<file path="src/rtl/sdram_bridge_pkg.sv">
// Shared types and constants for the 32-bit CPU bus to 16-bit SDRAM command bridge.
package sdram_bridge_pkg;

    typedef enum logic [2:0] {
        IDLE,
        LO_CMD,
        LO_WAIT,
        HI_CMD,
        HI_WAIT,
        DONE
    } state_t;

    localparam logic HALF_LO = 1'b0;
    localparam logic HALF_HI = 1'b1;

    localparam int DEFAULT_RD_TIMEOUT = 64;

    // A halfword is touched when any of its two byte lanes is enabled.
    function automatic logic half_enabled(input logic [1:0] be_half);
        return |be_half;
    endfunction

endpackage

</file>
<file path="src/rtl/sdram_rd_timer.sv">
// Loadable down-counter bounding how long the bridge waits for read data.
module sdram_rd_timer #(
    parameter int LOAD_VALUE = 63
) (
    input  logic clk,
    input  logic reset,
    input  logic load,
    input  logic dec,
    output logic expired
);

    localparam int CW = (LOAD_VALUE > 0) ? $clog2(LOAD_VALUE + 1) : 1;

    logic [CW-1:0] count_reg;

    always_ff @(posedge clk) begin
        if (!reset) begin
            count_reg <= '0;
        end else if (load) begin
            count_reg <= CW'(LOAD_VALUE);
        end else if (dec && (count_reg != '0)) begin
            count_reg <= count_reg - CW'(1);
        end
    end

    assign expired = (count_reg == '0);

endmodule

</file>
<file path="src/rtl/sdram_bus_bridge.sv">
// Splits single 32-bit CPU word accesses into one or two 16-bit SDRAM controller
// commands and reassembles read data; one CPU transaction in flight at a time.
module sdram_bus_bridge
    import sdram_bridge_pkg::*;
#(
    parameter int CPU_AW     = 23,
    parameter int RD_TIMEOUT = DEFAULT_RD_TIMEOUT
) (
    input  logic              clk,
    input  logic              reset,
    input  logic              cpu_req,
    input  logic              cpu_we,
    input  logic [CPU_AW-1:0] cpu_addr,
    input  logic [3:0]        cpu_be,
    input  logic [31:0]       cpu_wdata,
    output logic [31:0]       cpu_rdata,
    output logic              cpu_ack,
    output logic              cpu_err,
    output logic              cpu_busy,
    output logic              sd_valid,
    input  logic              sd_ready,
    output logic              sd_we,
    output logic [CPU_AW:0]   sd_addr,
    output logic [15:0]       sd_wdata,
    input  logic              sd_rvalid,
    input  logic [15:0]       sd_rdata
);

    state_t state_reg, state_next;

    logic              txn_we_reg,    txn_we_next;
    logic [CPU_AW-1:0] txn_addr_reg,  txn_addr_next;
    logic [3:0]        txn_be_reg,    txn_be_next;
    logic [31:0]       txn_wdata_reg, txn_wdata_next;

    logic [31:0]       cpu_rdata_reg;
    logic              cpu_ack_reg;
    logic              cpu_err_reg;
    logic              cpu_busy_reg;
    logic              sd_valid_reg;
    logic              sd_we_reg;
    logic [CPU_AW:0]   sd_addr_reg;
    logic [15:0]       sd_wdata_reg;

    logic accept;
    logic timeout_hit;
    logic timer_load;
    logic timer_dec;
    logic timer_expired;

    sdram_rd_timer #(
        .LOAD_VALUE(RD_TIMEOUT - 1)
    ) u_rd_timer (
        .clk     (clk),
        .reset   (reset),
        .load    (timer_load),
        .dec     (timer_dec),
        .expired (timer_expired)
    );

    always_comb begin
        state_next     = state_reg;
        accept         = 1'b0;
        timeout_hit    = 1'b0;
        timer_load     = 1'b0;
        timer_dec      = 1'b0;
        txn_we_next    = txn_we_reg;
        txn_addr_next  = txn_addr_reg;
        txn_be_next    = txn_be_reg;
        txn_wdata_next = txn_wdata_reg;

        case (state_reg)
            IDLE: begin
                if (cpu_req) begin
                    accept         = 1'b1;
                    txn_we_next    = cpu_we;
                    txn_addr_next  = cpu_addr;
                    txn_be_next    = cpu_be;
                    txn_wdata_next = cpu_wdata;
                    // Writes skip straight to the first enabled half.
                    if (!cpu_we || half_enabled(cpu_be[1:0])) begin
                        state_next = LO_CMD;
                    end else if (half_enabled(cpu_be[3:2])) begin
                        state_next = HI_CMD;
                    end else begin
                        state_next = DONE;
                    end
                end
            end
            LO_CMD: begin
                if (sd_ready) begin
                    if (!txn_we_reg) begin
                        state_next = LO_WAIT;
                        timer_load = 1'b1;
                    end else if (half_enabled(txn_be_reg[3:2])) begin
                        state_next = HI_CMD;
                    end else begin
                        state_next = DONE;
                    end
                end
            end
            LO_WAIT: begin
                if (sd_rvalid) begin
                    state_next = HI_CMD;
                end else if (timer_expired) begin
                    state_next  = DONE;
                    timeout_hit = 1'b1;
                end else begin
                    timer_dec = 1'b1;
                end
            end
            HI_CMD: begin
                if (sd_ready) begin
                    if (txn_we_reg) begin
                        state_next = DONE;
                    end else begin
                        state_next = HI_WAIT;
                        timer_load = 1'b1;
                    end
                end
            end
            HI_WAIT: begin
                if (sd_rvalid) begin
                    state_next = DONE;
                end else if (timer_expired) begin
                    state_next  = DONE;
                    timeout_hit = 1'b1;
                end else begin
                    timer_dec = 1'b1;
                end
            end
            DONE: begin
                state_next = IDLE;
            end
            default: begin
                state_next = IDLE;
            end
        endcase
    end

    // Outputs are registered from the next state so they line up with the state they describe.
    always_ff @(posedge clk) begin
        if (!reset) begin
            state_reg     <= IDLE;
            txn_we_reg    <= 1'b0;
            txn_addr_reg  <= '0;
            txn_be_reg    <= '0;
            txn_wdata_reg <= '0;
            cpu_rdata_reg <= '0;
            cpu_ack_reg   <= 1'b0;
            cpu_err_reg   <= 1'b0;
            cpu_busy_reg  <= 1'b0;
            sd_valid_reg  <= 1'b0;
            sd_we_reg     <= 1'b0;
            sd_addr_reg   <= '0;
            sd_wdata_reg  <= '0;
        end else begin
            state_reg     <= state_next;
            txn_we_reg    <= txn_we_next;
            txn_addr_reg  <= txn_addr_next;
            txn_be_reg    <= txn_be_next;
            txn_wdata_reg <= txn_wdata_next;

            cpu_ack_reg  <= (state_next == DONE);
            cpu_busy_reg <= (state_next != IDLE);
            sd_valid_reg <= (state_next == LO_CMD) || (state_next == HI_CMD);

            if (state_next == LO_CMD) begin
                sd_addr_reg  <= {txn_addr_next, HALF_LO};
                sd_wdata_reg <= txn_wdata_next[15:0];
                sd_we_reg    <= txn_we_next;
            end else if (state_next == HI_CMD) begin
                sd_addr_reg  <= {txn_addr_next, HALF_HI};
                sd_wdata_reg <= txn_wdata_next[31:16];
                sd_we_reg    <= txn_we_next;
            end

            if (accept) begin
                cpu_err_reg <= 1'b0;
                if (!cpu_we) begin
                    cpu_rdata_reg <= '0;
                end
            end else if (timeout_hit) begin
                cpu_err_reg <= 1'b1;
            end

            if ((state_reg == LO_WAIT) && sd_rvalid) begin
                cpu_rdata_reg[15:0] <= sd_rdata;
            end
            if ((state_reg == HI_WAIT) && sd_rvalid) begin
                cpu_rdata_reg[31:16] <= sd_rdata;
            end
        end
    end

    assign cpu_rdata = cpu_rdata_reg;
    assign cpu_ack   = cpu_ack_reg;
    assign cpu_err   = cpu_err_reg;
    assign cpu_busy  = cpu_busy_reg;
    assign sd_valid  = sd_valid_reg;
    assign sd_we     = sd_we_reg;
    assign sd_addr   = sd_addr_reg;
    assign sd_wdata  = sd_wdata_reg;

endmodule

</file>
<file path="config.mk">
export PLATFORM = sky130hd
export DESIGN_NAME = sdram_bus_bridge
export DESIGN_NICKNAME = d
export VERILOG_FILES = /design/src/rtl/sdram_bridge_pkg.sv /design/src/rtl/sdram_rd_timer.sv /design/src/rtl/sdram_bus_bridge.sv
export SDC_FILE = /design/constraint.sdc
export NUM_CORES = 1
export LEC_CHECK = 0
export BUFFER_PORTS_ARGS = -buffer_cell sky130_fd_sc_hd__buf_2
export CAP_MARGIN = 20
export CORE_AREA = 3 3 104 106
export DETAILED_ROUTE_END_ITERATION = 16
export DIE_AREA = 0 0 107 109
export GPL_TIMING_DRIVEN = 0
export PLACE_DENSITY = 0.84
export SLEW_MARGIN = 20
export SYNTH_ARGS = -nofsm -noshare
export SYNTH_HDL_FRONTEND = slang
export SYNTH_SLANG_ARGS = --single-unit
</file>
<file path="constraint.sdc">
create_clock -name clk -period 5.82 [get_ports clk]
set_input_delay 0.291 -clock clk [delete_from_list [all_inputs] [get_ports clk]]
set_output_delay 0.291 -clock clk [all_outputs]
set_load 0.02 [all_outputs]
</file>
# Yosys cells after proc, flatten, opt, wreduce, memory -nomap -nowiden
# Index checks and enable logic that the tools add are counted.
# word_totals
register_bits	146
in_bits	81
output_inout_bits	77
word_cells	92
# classes
add_sub_neg	1
eq_ne	9
muxes	41
n_bitwise	1
reduce_logical	24
# ops
operator	n
$mux 32	4
$mux 16	4
$mux 24	2
$mux 23	2
$mux 3	10
$mux 1	16
$pmux 3 s5	1
$reduce_or 2->1	7
$mux 6	2
$eq 3x2->1 const B	3
$reduce_bool 2->1	4
$eq 3x1->1 const B	2
$eq 3x3->1 const B	2
$logic_not 6->1	1
$reduce_and 2->1	3
$reduce_bool 6->1	1
$sub 6x1->6 const B	1
$ne 2x1->1 const B	2
$logic_and 1x1->1	3
$logic_not 3->1	1
$reduce_bool 3->1	1
$logic_or 1x1->1	2
$logic_not 1->1	1
$not 1->1	1

# Logic depth before layout (Yosys ltp)
# Gate-level depths: netlist of the first run.
# logic_depth
word_depth	8
depth_mapped	9
depth_no_buf	7

# Cells and area by module
# Synthesis of the first run repeated with hierarchy kept, for this count alone.
# hier_totals
cells_unflattened	578
hier_area_um2	5497.8
# by_module_without_submodules
mod	n_inst	cells_each	area_each_um2	seq_area_each_um2
sdram_bus_bridge	1	537	5144.9	2762.6
sdram_rd_timer	1	41	352.8	120.1

# Worst setup path before layout of the first run
# No wires, ideal clock.
# synth_timing
kind	reg-to-reg
startpoint	reg u_rd_timer.count_reg[0]
endpoint	reg sd_wdata_reg[10] (netlist: sd_wdata[10])
setup_time_ns	0.075
arrival_ns	2.117
required_ns	5.745
path_slack_ns	3.628
stages_incl_launch_ff	9
n_path_buf	1
synth_period_minus_slack_ns	2.192
path_cell_list	dfxtp_1 inv_1 ha_1 nor4b_4 nand2_1 a221oi_4 buf_4 mux2_1 o22ai_1
# synth_via
elab_chain_cells	6
elab_cells_between_ends	9
cone_classes	eq/ne (2); mux (5); reduce/logical (2)
# synth_lines
item	line	rtl
start, declared	sdram_rd_timer.sv:14	logic [CW-1:0] count_reg;
start signal, assigned	sdram_rd_timer.sv:20	count_reg <= CW'(LOAD_VALUE);
start signal, assigned	sdram_rd_timer.sv:22	count_reg <= count_reg - CW'(1);
$logic_not 6->1 *	sdram_rd_timer.sv:26	assign expired = (count_reg == '0);
$mux 3 *	sdram_bus_bridge.sv:105, sdram_bus_bridge.sv:125	
$mux 3 (on tied branches)	sdram_bus_bridge.sv:123, sdram_bus_bridge.sv:103	
$pmux 3 s5 *	sdram_bus_bridge.sv:72	case (state_reg)
$eq 3x1->1 / $eq 3x2->1 (equally long branches)	sdram_bus_bridge.sv:168, sdram_bus_bridge.sv:172	
$mux 16 / $reduce_bool 2->1 (equally long branches)	n/a	
end signal, assigned	sdram_bus_bridge.sv:170	sd_wdata_reg <= txn_wdata_next[15:0];
end signal, assigned	sdram_bus_bridge.sv:174	sd_wdata_reg <= txn_wdata_next[31:16];
end, declared	sdram_bus_bridge.sv:43	logic [15:0] sd_wdata_reg;
# Mark *: on every way between the ends. The rest lies on a longest branch, timed or not.
# A chain may end at the register's enable or synchronous reset.

# Worst setup path after layout of the first run
# layout_timing
startpoint	reg u_rd_timer.count_reg[0]
endpoint	reg sd_wdata_reg[13] (netlist: sd_wdata[13])
# The elaborated chain is that of the path after synthesis.

==> results of run 1 <==
-- through the flow --
step | cells | setup WS, ns
detailed placement | 875 | 3.19
CTS | 906 | 3.15
global route | 906 | 2.90
floorplan | 586 | 3.63
global placement | 875 | 3.26
finish | 906 | 3.09
-- cell families after synthesis --
logic type,count (synthesis),synth area share [%]
AND/OR/NAND/NOR,221,20.2
flip-flops,144,51.5
AO/OA/AOI/OAI,118,14.7
buffers and inverters,48,3.51
multiplexers,48,8.94
XOR/XNOR,6,0.939
adder cells (fa/ha/maj),1,0.223
-- layer usage --
layer	vias up	part of all wire (%)	routed length (um)	global-route usage, %
li1	2363	-	-	-
met1	2367	40	6140	31.0
met2	188	52	8010	48.3
met3	43	6.0	930	8.17
met4	0	2.6	399	11.4
met5	-	0	0	0
-- final timing paths --
path,end,slack (ns)
max,sd_wdata[13],3.09
max reg2reg,sd_wdata[13],3.09
min reg2reg,sd_addr[5],0.45
min,txn_be_reg[3],0.04
-- critical path: stages, from the launching register on --
cell	delay (ns)
dfxtp_1	0.34
inv_1	0.07
ha_1	0.20
nor4b_4	0.34
nand2_1	0.19
a221oi_4	0.67
buf_4	0.33
mux2_1	0.36
o22ai_1	0.15
-- final cells by class --
type,count,area share (%)
Tap cell,133,2.31
Buffer,44,2.52
Clock buffer,21,6.52
Inverter,4,0.209
Sequential cell,144,40.1
Clock inverter,10,2.52
Multi-Input combinational cell,394,35.0
Timing Repair Buffer,156,10.9
-- power groups by stage --
stage	logic (uW)	clock network, uW	registers (uW)
6_report	650	1180	1150
5_1_grt	708	1240	1160
4_1_cts	648	1180	1150
3_5_place_dp	638	0	1170
3_3_place_gp	617	0	1160
2_1_floorplan	369	0	1230
-- cells in the final DEF, fill, tap and decap left out, types with 7 or more instances in the layout --
master | Yosys | final
buf_2 | 10 | 166
dfxtp_1 | 144 | 144
nand2_1 | 98 | 98
nor2b_1 | 66 | 66
clkbuf_1 | 32 | 32
a22oi_1 | 32 | 32
a21boi_0 | 32 | 32
mux2i_1 | 32 | 32
nand3_1 | 28 | 28
o21ai_1 | 16 | 16
o22ai_1 | 16 | 16
clkbuf_16 | 0 | 16
nor2_1 | 11 | 11
o21ai_0 | 11 | 11
mux2_2 | 9 | 9
mux2_1 | 7 | 7
==> results.md, run 1 <==
- Switching Share: between 20% and 30%
- Crit Path Class: flip-flop to flip-flop
- Row cnt: 36
- Starting density of the core: ~57%
- Filler instances: ~740
- IO Port Bufs: around 160
- CTS sink count: between 100 and 150
- Initial antenna violation count: 0
- Die H: 109 um
- Post-Route Utilization: 72.9%
- Final Hold Fails: 0
- Hold_buf cts: 0
- Synth Area per Inst: roughly 9.6 um2
- First drt pass iteration count: 5
- Layout overhead on the synthesized area: 28.5%
- Min-Delay Path Class: input pin to flip-flop
- Critical path endpoint category: flip-flop
- Final nets: ~840
- Post-Route WL: around 15,000 um
- Placer congestion estimate: ~0.85
- Comb power frac: 21.8%
- Fin. max-slew vios: 0
- Total congestion overflow: 0
- Post-CTS Resized: 0
- Clock share of power: between 30% and 40%
- Critical hold path startpoint: cpu_be[3]
- Multi-input gate area: 2520 um2
- Setup TNS: 0 ns
- Clk_lat worst skew: 0.52 ns
- Chip width: around 110 um
- Leak: between 0.003 and 0.004 uW
- Worst-path clk slew: about 0.060 ns
- GRT Overall Usage: 27.4%
- WHS: 0.0404 ns
- Final instance area: just over 7000 um2
- FMAX: about 370 MHz
- Worst EP required: ~6.3 ns
- Netlist Area Pre-Place: 5600 um2
- Power share of the sequential group: between 30% and 40%
- Total core area: slightly below 10,000 um2
- Synth area leaders: dfxtp_1 51%, nor2b_1 7.4%, nand2_1 6.6%
- Net Switching: roughly 860 uW
- Tcrit/Tclk final: between 40% and 50%
- Post-CTS setup buffer count: 0
- Drt initial violations: 270
- Reg area: ~2900 um2
- Ant diodes: 0
- Share of cells above drive strength 1: 27.7%
- Critical Path Start Type: flip-flop
- MaxCap Viol Count: 0
- I/O pin cnt: about 160
- Critical path launch point: u_rd_timer.count_reg[0]
- WL/cell: ~17 um
- Post-Syn Nets: approximately 670
- Most frequent cell after synthesis: dfxtp_1
- FF-to-FF Start: u_rd_timer.count_reg[0]
- Asr flop ratio synth: 0%
- Rel. slew slack: 52.6%
- CTS tree: yes
- Worst-path fanout max: 10
- Worst EP arrival: around 3.2 ns
- DR vias: 4,961
- Number of synthesized flops with an enable pin: 0
- Clock root cell: clkbuf_8
- FF-to-FF path depth: 8
- Commonest cells in the synthesized netlist: 144 x dfxtp_1, 98 x nand2_1, 66 x nor2b_1
- Cell Int Power: ~2100 uW
- FF+latch count, synth: approximately 140
- First-pass GRT wire length: 25,100 um
- Power Density: 414 nW/um2
- Clk_skew: slightly above 0.006 ns
- H-tree depth: 4
- Top_reg_cell synth: dfxtp_1
- Share of the yosys chip area belonging to registers: a little over 50%
- Max clock buf depth: 2
- Overall Power: about 3000 uW
- Final setup vio count: 0
- DP Area: 6550 um2
- Hold Path Stages: 3
- DRC viols: 0
- Post-DR vias/cell: around 5.5
- Min cycle time layout: roughly 2.7 ns
- Worst IR Drop VDD: roughly 220 uV
- Largest area contributor in the netlist: dfxtp_1
- Outcome: finished clean
- Share of the synthesized area in the top cell type: slightly above 50%
- Total CTS buffers: 17
- Die ar.: 11,700 um2
- Synth warn: 0
- Synth cell types: between 40 and 50
- DRT antenna net count: 0
- Largest net degree at the start of global routing: 17
- Worst slew pin tran: 0.710 ns
- Final HPWL DP: between 10,000 and 15,000 um
- Post-Syn Instances: around 600
- RSZ-0062 raised after global routing: no
- Vias in the first global route: between 5,000 and 6,000
Power figures use the tool's default switching activity.
==> run 2: changes to the inputs <==
- CORE_AREA: 3 3 104 106 -> 3 3 114 116
- DIE_AREA: 0 0 107 109 -> 0 0 117 119
- PLACE_DENSITY: 0.84 -> 0.74
- clock period: 5.82 -> 2.4 ns (I/O delays scaled with it)
==> results.md, run 2 (synthesis gave the netlist of run 1 again) <==
- Post-Route WL: between 15,000 and 20,000 um
- Worst-path clk slew: approximately 0.06 ns
- Cell Chain, Critical Path: inv_1 > ha_1 > nor4b_4 > a2111oi_2 > and4bb_2 > xnor2_1 > a21boi_0
- Clk_lat worst skew: ~0.42 ns
- Largest stage delay on the critical path: a little over 0.8 ns
- Starting density of the core: a little under half
- Met1 Wirelength: about 6600 um
- Total CTS buffers: 17
- DRC viols: 0
- Worst slew pin tran: between 0.8 and 0.9 ns
- Final setup vio count: 0
- First-pass GRT wire length: ~26,000 um
- Row cnt: 40
- Total core area: between 10,000 and 15,000 um2
- Worst IR Drop VDD: between 500 and 600 uV
- Top Metal Used: met4
- Clock root cell: clkbuf_16
- Outcome: finished clean
- Power Density: about 930 nW/um2
- Total congestion overflow: 0
- Chip width: 117 um
- FMAX: between 400 and 500 MHz
- CTS sink count: about 140
- Share of cells above drive strength 1: a little over a quarter
- I/O pin cnt: about 160
- Min-Delay Path Class: input pin to flip-flop
- Dpl cells: 889
- Tcrit/Tclk final: between 90% and 100%
- Post-DR vias/cell: between 5 and 6
- Ant diodes: 0
- Min cycle time layout: 2.32 ns
- Crit path max-delay family: compound AO/OA/AOI/OAI gates
- Buf/Inv on CP: 1
- Met2 wire len: approximately 8000 um
- Critical path endpoint category: flip-flop
- Fin. max-slew vios: 0
- Most frequent cells in the layout: 164 x buf_2, 144 x dfxtp_1, 98 x nand2_1
- Leak: approximately 0.0033 uW
- Max clock buf depth: 2
- Finished Layout Cells: ~980
- CTS tree: yes
- Worst-path fanout max: 7
- DRT antenna net count: 0
- RSZ-0062 raised after global routing: yes
- Die H: 119 um
- Crit Path Class: flip-flop to flip-flop
- Vias in the first global route: ~5,400
- Clk_skew: 0.00721 ns
- IO Port Bufs: between 150 and 200
- First drt pass iteration count: 5
- Final nets: roughly 900
- Placer congestion estimate: 0.834
- Rel. slew slack: 42.4%
- Worst EP arrival: between 2 and 3 ns
- MaxCap Viol Count: 0
- DR vias: 5,201
- GRT Overall Usage: 24.0%
- Final Hold Fails: 0
- Die ar.: ~14,000 um2
- Largest net degree at the start of global routing: 17
- Layout overhead on the synthesized area: 39.8%
- Post-Route Utilization: roughly two thirds
- Worst EP required: around 2.7 ns
- WL/cell: about 17 um
- H-tree depth: 4
- Commonest non-fill, non-tap cell in the layout: buf_2
- Initial antenna violation count: 0
- Final HPWL DP: between 10,000 and 15,000 um
- Critical-path top delay cell: a2111oi_2
- Critical Path Start Type: flip-flop
- Met3 WL: between 800 and 900 um
- Drt initial violations: between 300 and 400
## run 2: routing by layer
layer	GRT usage, %	vias up
li1	-	2490
met2	40.1	170
met3	7.01	51
met1	28.1	2490
met5	0	-
met4	10.5	0
## run 2: worst reg2reg max path: stages (launching register included)
cell and delay, ns:
dfxtp_1 0.37, inv_1 0.06, ha_1 0.23, nor4b_4 0.16, a2111oi_2 0.83, and4bb_2 0.34, xnor2_1 0.11, a21boi_0 0.09
## run 2: area by class of cell
class,count,area [um2]
Fill cell,939,4180
Multi-Input combinational cell,394,2540
Buffer,42,193
Clock buffer,22,454
Sequential cell,144,2880
Timing Repair Buffer,219,1400
Inverter,4,15.0
Clock inverter,10,160
Tap cell,147,184
## run 2: what timing repair did
action,CTS,global route
pin swaps,2,2
hold endpoints to repair,66,0
resized for setup,3,17
setup buffers,1,4
setup endpoints to repair,28,65
hold buffers,58,0
## run 2: path summary, 6_finish.rpt
check | endpoint | start | cells after the start | slack, ns
hold / removal | txn_wdata_reg[11] | cpu_wdata[11] | 3 | 0.003
setup / recovery | u_rd_timer.count_reg[4] | u_rd_timer.count_reg[0] | 7 | 0.08
setup reg to reg | u_rd_timer.count_reg[4] | u_rd_timer.count_reg[0] | 7 | 0.08
hold reg to reg | sd_addr[1] | sd_addr[1] | 2 | 0.45
## run 2: stage by stage
stage / TNS (ns) / instance area, um2 / worst slack (ns) / power (uW) / hold slack, ns
6_report: 0 / 7830 / 0.0801 / 7240 / 0.00318
3_3_place_gp: -1.05 / 6560 / -0.156 / 4330 / 0.398
2_1_floorplan: 0 / 5600 / 0.208 / 3880 / 0.265
5_1_grt: -0.349 / 7830 / -0.0441 / 7560 / 0.0102
3_5_place_dp: -2.88 / 6560 / -0.251 / 4390 / 0.410
4_1_cts: 0 / 7780 / 0.0156 / 7200 / 0.000170
## run 2: power by group
group	switching [uW]	internal [uW]	leakage, uW
Clock	976	1760	0.000298
Sequential	131	2660	0.00118
Combinational	1020	689	0.00183
Total	2130	5110	0.00330
==> run 3: changes to the inputs <==
--- a/config.mk
+++ b/config.mk
@@ -8,11 +8,11 @@
 export BUFFER_PORTS_ARGS = -buffer_cell sky130_fd_sc_hd__buf_2
 export CAP_MARGIN = 20
-export CORE_AREA = 3 3 114 116
+export CORE_AREA = 3 3 140 142
 export DETAILED_ROUTE_END_ITERATION = 16
-export DIE_AREA = 0 0 117 119
+export DIE_AREA = 0 0 143 145
 export GPL_TIMING_DRIVEN = 0
-export PLACE_DENSITY = 0.74
 export SLEW_MARGIN = 20
 export SYNTH_ARGS = -nofsm -noshare
 export SYNTH_HDL_FRONTEND = slang
+export SYNTH_HIERARCHICAL = 1
 export SYNTH_SLANG_ARGS = --single-unit
==> constraint.sdc (replaced) <==
create_clock -name clk -period 2.4 [get_ports clk]
set_input_delay 0 -clock clk [delete_from_list [all_inputs] [get_ports clk]]
set_output_delay 0 -clock clk [all_outputs]
set_load 0.02 [all_outputs]
==> results.md, run 3 <==
- Outcome: finished clean
- Placer congestion estimate: slightly below 0.8
- I/O pin cnt: around 160
- First drt pass iteration count: 5
- Drt initial violations: around 260
- Share of the yosys chip area belonging to registers: 52.4%
- Chip width: 143 um
- DRT antenna net count: 0
- Clk_skew: around 0.0090 ns
- Die ar.: 20,700 um2
- MaxCap Viol Count: 0
- CTS sink count: between 100 and 150
- Worst EP arrival: 2.65 ns
- Synth area leaders: dfxtp_1 52%, nand2_1 8.3%, nor2b_1 7.6%
- Setup crit end: sd_wdata[5]
- FF+latch count, synth: between 100 and 150
- Worst EP required: around 2.7 ns
- FF-to-FF Start: u_rd_timer/count_reg[0]
- Post-Route Utilization: between 40 and 50%
- H-tree depth: 4
- Post-DR vias/cell: 4.56
- Synth cell types: 48
- Largest stage delay on the critical path: approximately 0.45 ns
- Share of the synthesized area in the top cell type: a little over half
- Total congestion overflow: 0
- Final Hold Fails: 0
- Commonest cells in the synthesized netlist: 144 x dfxtp_1, 122 x nand2_1, 67 x nor2b_1
- Min-Delay Path Class: input pin to flip-flop
- Most frequent cell after synthesis: dfxtp_1
- Number of synthesized flops with an enable pin: 0
- Power share of the sequential group: approximately two fifths
- Critical Path Start Type: flip-flop
- Rel. slew slack: 41.6%
- Overall Power: 7180 uW
- Row cnt: 50
- GRT Overall Usage: roughly 16%
- Tcrit/Tclk final: a little over nine tenths
- Switching Share: around a third
- Critical path endpoint category: flip-flop
- CTS tree: yes
- Most frequent cells in the layout: 164 x buf_2, 142 x dfxtp_1, 121 x nand2_1
- Net Switching: around 2300 uW
- Flop2flop setup slack: 0.04 ns
- Leak: about 0.0034 uW
- Final HPWL DP: between 10,000 and 15,000 um
- Largest net degree at the start of global routing: 17
- DP Area: roughly 6600 um2
- Die H: around 150 um
- Total core area: roughly 19,000 um2
- Filler instances: around 1,800
- Worst-path clk slew: ~0.06 ns
- Layout overhead on the synthesized area: 49.2%
- Worst-path fanout max: 7
- WL/cell: between 15 and 20 um
- Starting density of the core: between 20 and 30%
- Cell Int Power: roughly 4900 uW
- Buf/Inv on CP: 2
- DRC viols: 0
- Netlist Area Pre-Place: around 5500 um2
- Power Density: 876 nW/um2
- Top_reg_cell synth: dfxtp_1
- FMAX: around 420 MHz
- Clock root cell: clkbuf_16
- Final setup vio count: 0
- Max clock buf depth: 2
- Post-Syn Nets: 661
- Post-Syn Instances: 578
- Final instance area: ~8200 um2
- Vias in the first global route: between 5,000 and 6,000
- Worst slew pin tran: just under 0.9 ns
- WHS: between 0.06 and 0.07 ns
- Total CTS buffers: 17
- Critical path launch point: u_rd_timer/count_reg[0]
- IO Port Bufs: between 150 and 200
- Worst IR Drop VDD: 500 uV
- Crit path max-delay family: simple AND/OR/NAND/NOR gates
- Synth warn: 6
- Min cycle time layout: about 2.4 ns
- RSZ-0062 raised after global routing: yes
- Largest area contributor in the netlist: dfxtp_1
- Clock share of power: 35.0%
- Comb power frac: between 20% and 30%
- Post-Route WL: around 17,000 um
- Critical-path top delay cell: or4_4
- Initial antenna violation count: 1
- DR vias: about 5,000
- Fin. max-slew vios: 0
- Crit Path Class: flip-flop to flip-flop
- Synth Area per Inst: around 9.5 um2
- Final nets: slightly above 900
- Share of cells above drive strength 1: approximately 30%
- Commonest non-fill, non-tap cell in the layout: buf_2
- FF-to-FF path depth: 10
- Cell Chain, Critical Path: inv_4 > ha_4 > nand2b_4 > nor3_4 > o21ba_4 > a221oi_4 > or4_4 > a211oi_4 > buf_6 > a222oi_1
- R2R Path End: sd_wdata[5]
- Asr flop ratio synth: 0%
- CP Depth: 10
- Clk_lat worst skew: 0.42 ns
- First-pass GRT wire length: ~27,000 um
-- run 3: worst min-delay path, stage by stage --
cell     delay [ns]
buf_2          0.17
nor3b_4        0.07
a21oi_1        0.14
nor2_1         0.05
-- run 3: how the worst min path moves through the flow --
stage / to / startpoint / cells past startpoint / slack [ns]
5_1_grt: cpu_err / sd_rvalid / 4 / 0.09
3_5_place_dp: txn_addr_reg[8] / cpu_addr[8] / 3 / 0.27
4_1_cts: cpu_err / sd_rvalid / 4 / 0.04
2_1_floorplan: u_rd_timer/count_reg[0] / reset / 2 / 0.13
6_report: cpu_err / sd_rvalid / 4 / 0.06
3_3_place_gp: txn_be_reg[2] / cpu_be[2] / 3 / 0.27
-- run 3: power groups by stage --
stage / sequential, uW / combinational, uW / clock (uW)
3_5_place_dp: 2860 / 1550 / 0
6_report: 2820 / 1850 / 2520
4_1_cts: 2810 / 1780 / 2590
2_1_floorplan: 3060 / 807 / 0
5_1_grt: 2850 / 2030 / 2700
3_3_place_gp: 2860 / 1530 / 0
-- run 3: what timing repair did --
item | in CTS | in global routing
pin swaps | 7 | 10
hold buffers | 75 | 0
endpoints found under the setup margin | 65 | 59
endpoints found under the hold margin | 135 | 0
cloned | 1 | 0
buffers inserted | 7 | 8
resized for setup | 29 | 29
-- run 3: per-stage QoR --
step	std cells	TNS [ns]	setup WS, ns
floorplan	578	0	0.00524
global placement	969	-32.20	-0.848
detailed placement	969	-28.93	-0.776
CTS	1084	0	0.0133
global route	1093	-0.431	-0.0480
finish	1093	0	0.0433
-- run 3: logic make-up (layout without fill, tap and decap cells) --
logic type	count (synthesis)	after routing	synth area share [%]
adders and majority gates	2	2	0.455
DFF	144	144	52.4
xor gates and xnor gates	1	1	0.159
other	0	1	0
and+or+nand+nor	232	232	21.4
AOI/OAI and AO/OA	121	121	16.2
buffers and inverters	46	326	3.55
muxes	32	32	5.83
-- run 3: metal layers --
layer | part of all wire (%) | track usage (%) | vias to the layer above
li1 | - | - | 2542
met1 | 46 | 20.7 | 2309
met2 | 49 | 26.2 | 122
met3 | 4.7 | 4.55 | 13
met4 | 1.2 | 5.18 | 0
met5 | 0 | 0 | -
-- run 3: layout make-up --
cell class / count / area, um2 / share of cell area (%)
antenna: 1 / 2.50 / 0.0305
tap: 234 / 293 / 3.57
buffer: 39 / 188 / 2.29
inverter: 6 / 27.5 / 0.335
clock buffer: 19 / 443 / 5.40
clock inverter: 13 / 113 / 1.37
multi-input combinational: 388 / 2580 / 31.4
sequential: 144 / 2890 / 35.2
timing repair buffer: 249 / 1670 / 20.3
